## src/rtl/ct_spsram_pkg.sv

```systemverilog
// Shared widths, FIFO depth and FSM state encoding for the 128x16 single-port SRAM controller.
package ct_spsram_pkg;

    localparam int ADDR_WIDTH     = 7;
    localparam int DATA_WIDTH     = 16;
    localparam int RSP_FIFO_DEPTH = 2;
    localparam int CNT_WIDTH      = $clog2(RSP_FIFO_DEPTH + 1);
    localparam int PTR_WIDTH      = (RSP_FIFO_DEPTH > 1) ? $clog2(RSP_FIFO_DEPTH) : 1;

    typedef enum logic {
        ST_INIT = 1'b0,
        ST_IDLE = 1'b1
    } ctrl_state_e;

endpackage

```

## src/rtl/ct_spsram_rsp_fifo.sv

```systemverilog
// In-order read-response FIFO; push and pop may happen in the same cycle.
module ct_spsram_rsp_fifo
    import ct_spsram_pkg::*;
(
    input  logic                  CLK,
    input  logic                  RST,
    input  logic                  push,
    input  logic [DATA_WIDTH-1:0] push_data,
    input  logic                  pop,
    output logic [DATA_WIDTH-1:0] head_data,
    output logic [CNT_WIDTH-1:0]  count
);

    logic [DATA_WIDTH-1:0] mem [RSP_FIFO_DEPTH];
    logic [PTR_WIDTH-1:0]  wr_ptr;
    logic [PTR_WIDTH-1:0]  rd_ptr;
    logic                  full;
    logic                  pop_ok;
    logic                  push_ok;

    assign full      = (count == CNT_WIDTH'(RSP_FIFO_DEPTH));
    assign pop_ok    = pop & (count != '0);
    assign push_ok   = push & (~full | pop_ok);
    assign head_data = mem[rd_ptr];

    // Pointers wrap naturally because the depth is a power of two.
    always_ff @(posedge CLK) begin
        if (RST) begin
            count  <= '0;
            wr_ptr <= '0;
            rd_ptr <= '0;
            for (int i = 0; i < RSP_FIFO_DEPTH; i++) begin
                mem[i] <= '0;
            end
        end else begin
            if (push_ok) begin
                mem[wr_ptr] <= push_data;
                wr_ptr      <= wr_ptr + 1'b1;
            end
            if (pop_ok) begin
                rd_ptr <= rd_ptr + 1'b1;
            end
            count <= count + CNT_WIDTH'(push_ok) - CNT_WIDTH'(pop_ok);
        end
    end

    always @(posedge CLK) begin
        if (!RST) begin
            assert (!(push && full && !pop_ok));
        end
    end

endmodule

```

## src/rtl/ct_f_spsram_128x16_ctrl.sv

```systemverilog
// Request/response controller for a 128x16 single-port SRAM with bit-masked writes.
// Define CT_SPSRAM_INIT_EN to zero-fill the whole array after every reset.
module ct_f_spsram_128x16_ctrl
    import ct_spsram_pkg::*;
(
    input  logic                  CLK,
    input  logic                  RST,
    input  logic                  req_vld,
    output logic                  req_rdy,
    input  logic                  req_wr,
    input  logic [ADDR_WIDTH-1:0] req_addr,
    input  logic [DATA_WIDTH-1:0] req_wdata,
    input  logic [DATA_WIDTH-1:0] req_bmask,
    output logic [ADDR_WIDTH-1:0] sram_a,
    output logic                  sram_cen,
    output logic                  sram_gwen,
    output logic [DATA_WIDTH-1:0] sram_wen,
    output logic [DATA_WIDTH-1:0] sram_d,
    input  logic [DATA_WIDTH-1:0] sram_q,
    output logic                  rsp_vld,
    input  logic                  rsp_rdy,
    output logic [DATA_WIDTH-1:0] rsp_rdata,
    output logic                  init_done,
    output ctrl_state_e           state_dbg
);

    ctrl_state_e            state;
    logic                   rd_inflight;
    logic [CNT_WIDTH-1:0]   fifo_count;
    logic [CNT_WIDTH:0]     rd_used;
    logic                   rd_room;
    logic                   rsp_pop;
    logic                   req_acc;
    logic                   init_wr;
    logic [ADDR_WIDTH-1:0]  init_addr;

`ifdef CT_SPSRAM_INIT_EN
    logic [ADDR_WIDTH-1:0] init_cnt;

    // The counter holds at the last address; the state change alone ends the fill.
    always_ff @(posedge CLK) begin
        if (RST) begin
            state     <= ST_INIT;
            init_cnt  <= '0;
            init_done <= 1'b0;
        end else if (state == ST_INIT) begin
            if (init_cnt == '1) begin
                state     <= ST_IDLE;
                init_done <= 1'b1;
            end else begin
                init_cnt <= init_cnt + 1'b1;
            end
        end
    end

    assign init_wr   = (state == ST_INIT) & ~RST;
    assign init_addr = init_cnt;
`else
    assign state     = ST_IDLE;
    assign init_done = 1'b1;
    assign init_wr   = 1'b0;
    assign init_addr = '0;
`endif

    assign state_dbg = state;
    assign rsp_vld   = (fifo_count != '0);
    assign rsp_pop   = rsp_vld & rsp_rdy;

    // Slots already promised to reads, with a same-cycle pop counted as freed.
    assign rd_used = (CNT_WIDTH+1)'(fifo_count) + (CNT_WIDTH+1)'(rd_inflight)
                   - (CNT_WIDTH+1)'(rsp_pop);
    assign rd_room = (rd_used < (CNT_WIDTH+1)'(RSP_FIFO_DEPTH));
    assign req_rdy = (state == ST_IDLE) & ~RST & (req_wr | rd_room);
    assign req_acc = req_vld & req_rdy;

    always_ff @(posedge CLK) begin
        if (RST) begin
            rd_inflight <= 1'b0;
        end else begin
            rd_inflight <= req_acc & ~req_wr;
        end
    end

    always_comb begin
        sram_a    = '0;
        sram_cen  = 1'b1;
        sram_gwen = 1'b1;
        sram_wen  = '1;
        sram_d    = '0;
        if (init_wr) begin
            sram_a    = init_addr;
            sram_cen  = 1'b0;
            sram_gwen = 1'b0;
            sram_wen  = '0;
        end else if (req_acc) begin
            sram_a   = req_addr;
            sram_cen = 1'b0;
            if (req_wr) begin
                sram_gwen = 1'b0;
                sram_wen  = ~req_bmask;
                sram_d    = req_wdata;
            end
        end
    end

    ct_spsram_rsp_fifo u_rsp_fifo (
        .CLK       (CLK),
        .RST       (RST),
        .push      (rd_inflight),
        .push_data (sram_q),
        .pop       (rsp_pop),
        .head_data (rsp_rdata),
        .count     (fifo_count)
    );

endmodule
```

## config.mk

```make
export PLATFORM = sky130hd
export DESIGN_NAME = ct_f_spsram_128x16_ctrl
export DESIGN_NICKNAME = d
export VERILOG_FILES = /design/src/rtl/ct_spsram_pkg.sv /design/src/rtl/ct_spsram_rsp_fifo.sv /design/src/rtl/ct_f_spsram_128x16_ctrl.sv
export SDC_FILE = /design/constraint.sdc
export NUM_CORES = 1
export LEC_CHECK = 0
export CORE_AREA = 3 3 85 87
export DETAILED_ROUTE_END_ITERATION = 7
export DIE_AREA = 0 0 88 90
export MAX_ROUTING_LAYER = met4
export PLACE_DENSITY = 0.7
export RECOVER_POWER = 50
export SLEW_MARGIN = 10
export SYNTH_ARGS = -nofsm -noshare
export SYNTH_HDL_FRONTEND = slang
export SYNTH_SLANG_ARGS = --single-unit
```

## constraint.sdc

```tcl
create_clock -name CLK -period 3.05 [get_ports CLK]
set_input_delay 0.4575 -clock CLK [delete_from_list [all_inputs] [get_ports CLK]]
set_output_delay 0.4575 -clock CLK [all_outputs]
set_load 0.02 [all_outputs]
```

==> run metrics <==
die area 7920 um^2; synth top area cells edfxtp_1 (46%), mux2_2 (8.7%), nor2_1 (7.6%), nand2b_1 (6.1%), dfxtp_1 (5.8%); register area 1081 um^2; Die X 88 um; antenna-violating nets left 0; Max VDD drop 0.0004294 V; Skew-Pair Late Insertion Delay 0.29 ns; EDFF count, synth 32; sequential-to-total area share from yosys stat 52.30%; Reg clk slew, reported paths 0.07 ns; clock tree buffer depth 2; synthesized instance count 199; status completed; DR vias 1811; Fin. Hold Viols 0; clock root buffer clkbuf_8; leakage dissipation 1.331 nW; fin crit period 2.957 ns; worst-path cell chain clkdlybuf4s50_1 -> o21a_1 -> ha_1 -> nor2b_2 -> fa_1 -> xor2_1 -> a21oi_2 -> buf_4 -> nand2b_1 -> buf_2; Seq cells post-synth 38; Yosys top cell area share 46.49%; crit-path max FO 6; first-pass GRT wire length 9.018 mm; number of global-route vias before repair 1840; multi-input logic area 852.1 um^2; 1st-iter DRT viols 97; largest net degree at the start of global routing 26; worst slew pin tran 0.9778 ns; crit path buf inv count 3; Setup WS pre-CTS -0.4023 ns; port bufs 118; cell family with most CP delay buffers and inverters; fin crit share 96.96%; Max Cap Viol 0; Cell Area, Synth 2067 um^2; routed vias/inst 4.550; Hold/Removal Path Class flip-flop to flip-flop; Worst EP arrival 2.50 ns; Overflow after GRT 0; YS warnings 0; total power 0.001854 W; area grow syn2layout 61.68%; Fmax 0.3381 GHz; share of cells above drive strength 1 14.33%; Final Setup Violations 0; post-synth cell types 31; syn avg cell area 10.39 um^2; max-slew violations 0; final hold slack 0.5162 ns; CTS sink cnt 38; ys async rst share 0%; H-tree depth 2; Crit-path slowest cell clkdlybuf4s50_1; RSZ-0062 raised after global routing false; count leader, synth nor2_1; gpl congestion 0.8129; Placed Cells incl. Taps 387; CTS tree yes; die height 90 um; drt drc 0; GRT Overall Usage 14.75%; IO Pins 121; CP Capture Type output port; initial antenna violation count 0; Fillers 566; CTS buffer count 5; initial core utilization 32.18%; critical path class input port to output port; slowest stage delay, CP 0.42 ns; P per Cell Area 554.9 nW/um^2; Final Skew 0.002198 ns; Core Footprint 6422 um^2; Post-layout nets 384; Synth top cells by count nor2_1 (42), edfxtp_1 (32), nand2_1 (24); Synth Flop Type edfxtp_1; Core Rows 29; drt wl/cell 14.08 um; WL final 5.603 mm; WP data required 2.59 ns; area leader, netlist edfxtp_1; fin cells 398; setup ws final 0.09265 ns; Max transition margin 34.81%; crit start category input port; total iterations of the first detailed-routing run 4; diode count 0; DP HPWL 4.131 mm
## repair_timing
| item | CTS | global route |
|---|---|---|
| buffers inserted | 2 | 1 |
| hold buffers | 0 | 0 |
| gates resized for setup | 27 | 12 |
| endpoints found under the setup margin | 9 | 9 |
| cloned | 0 | 0 |
| pin swaps | 1 | 1 |
## worst min-delay path, delay by kind of cell, from the launching register on
family	cells	cell delay (ns)
compound gates	1	0.05
simple gates	1	0.09
flops	1	0.34
## routing by layer
| metal | track usage [%] | wire length [um] | vias to the layer above |
|---|---|---|---|
| met3 | 4.113 | 502 | 10 |
| met4 | 3.581 | 81 | 0 |
| met1 | 18.00 | 2281 | 823 |
| met5 | - | 0 | - |
| li1 | - | - | 892 |
| met2 | 23.99 | 2738 | 86 |
## sequential cells by signal, summed over array words and instances, names as in the netlist, named ones only
name and count:
u_rsp_fifo.rd_ptr 1, u_rsp_fifo.count 2, rd_inflight 1, u_rsp_fifo.wr_ptr 1
u_rsp_fifo.mem 32
## where the power goes
| part | switching (W) | internal (W) | leakage [nW] |
|---|---|---|---|
| sequential | 0.0000276 | 0.000632 | 0.382 |
| clock | 0.000174 | 0.000156 | 0.0416 |
| combinational | 0.000438 | 0.000427 | 0.907 |
## kinds of logic after synthesis
| group | synth area share, % |
|---|---|
| other | 0.1814 |
| flip-flops | 52.30 |
| AND/OR/NAND/NOR | 28.21 |
| multiplexers | 8.717 |
| adder cells (fa/ha/maj) | 2.785 |
| AO/OA/AOI/OAI | 1.211 |
| XOR/XNOR | 1.271 |
| buffers and inverters | 5.327 |
## placed cells by master (no fill, tap or decap)
| master | instances |
|---|---|
| inv_1 | 6 |
| xor2_1 | 1 |
| nor2_2 | 2 |
| o21ai_2 | 1 |
| dlygate4sd3_1 | 11 |
| and2_0 | 1 |
| clkinv_2 | 1 |
| clkinvlp_4 | 1 |
| mux2_2 | 16 |
| nor2_1 | 42 |
| edfxtp_1 | 32 |
| nand3b_1 | 1 |
| buf_4 | 9 |
| conb_1 | 2 |
| nand3_1 | 2 |
| clkdlybuf4s50_1 | 98 |
| a21oi_2 | 1 |
| clkinv_1 | 1 |
| or3b_1 | 1 |
| buf_2 | 7 |
| o21a_1 | 1 |
| clkbuf_4 | 1 |
| nand2_1 | 24 |
| and3_1 | 16 |
| clkbuf_8 | 5 |
| nand2b_1 | 20 |
| xnor2_1 | 2 |
| fa_1 | 1 |
| nor2b_1 | 1 |
| and2_1 | 1 |
| ha_1 | 3 |
| nor2b_2 | 2 |
| nor3b_1 | 1 |
| clkbuf_1 | 1 |
| dfxtp_1 | 6 |
## layout make-up
class	count	area share [%]
clock buffer	5	2.059
clock inverter	3	0.4867
inverter	6	0.6739
multi-input combinational	142	25.50
sequential	38	32.35
tap	77	2.883
timing repair buffer	127	36.05
## path summary, 6_finish.rpt
check | from | end | depth (start not counted) | slack (ns)
max | rsp_rdy | sram_cen | 10 | 0.09
max reg2reg | u_rsp_fifo.count[1]$_SDFF_PP0_ | u_rsp_fifo.mem[0][4]$_SDFFCE_PN0P_ | 3 | 0.59
min reg2reg | u_rsp_fifo.wr_ptr$_SDFFE_PP0P_ | u_rsp_fifo.wr_ptr$_SDFFE_PP0P_ | 2 | 0.52
min | u_rsp_fifo.wr_ptr$_SDFFE_PP0P_ | u_rsp_fifo.wr_ptr$_SDFFE_PP0P_ | 2 | 0.52
## per-stage QoR
step / instance area [um^2] / utilization [%] / setup TNS [ns]
2_1_floorplan: 2071 / - / 0
3_3_place_gp: 3306 / 51.47 / -2.272
3_5_place_dp: 3306 / 51.47 / -2.747
4_1_cts: 3417 / 53.20 / 0
5_1_grt: 3342 / 52.04 / 0
6_report: 3342 / 52.04 / 0
No activity file was read; power rests on OpenSTA's default activity.
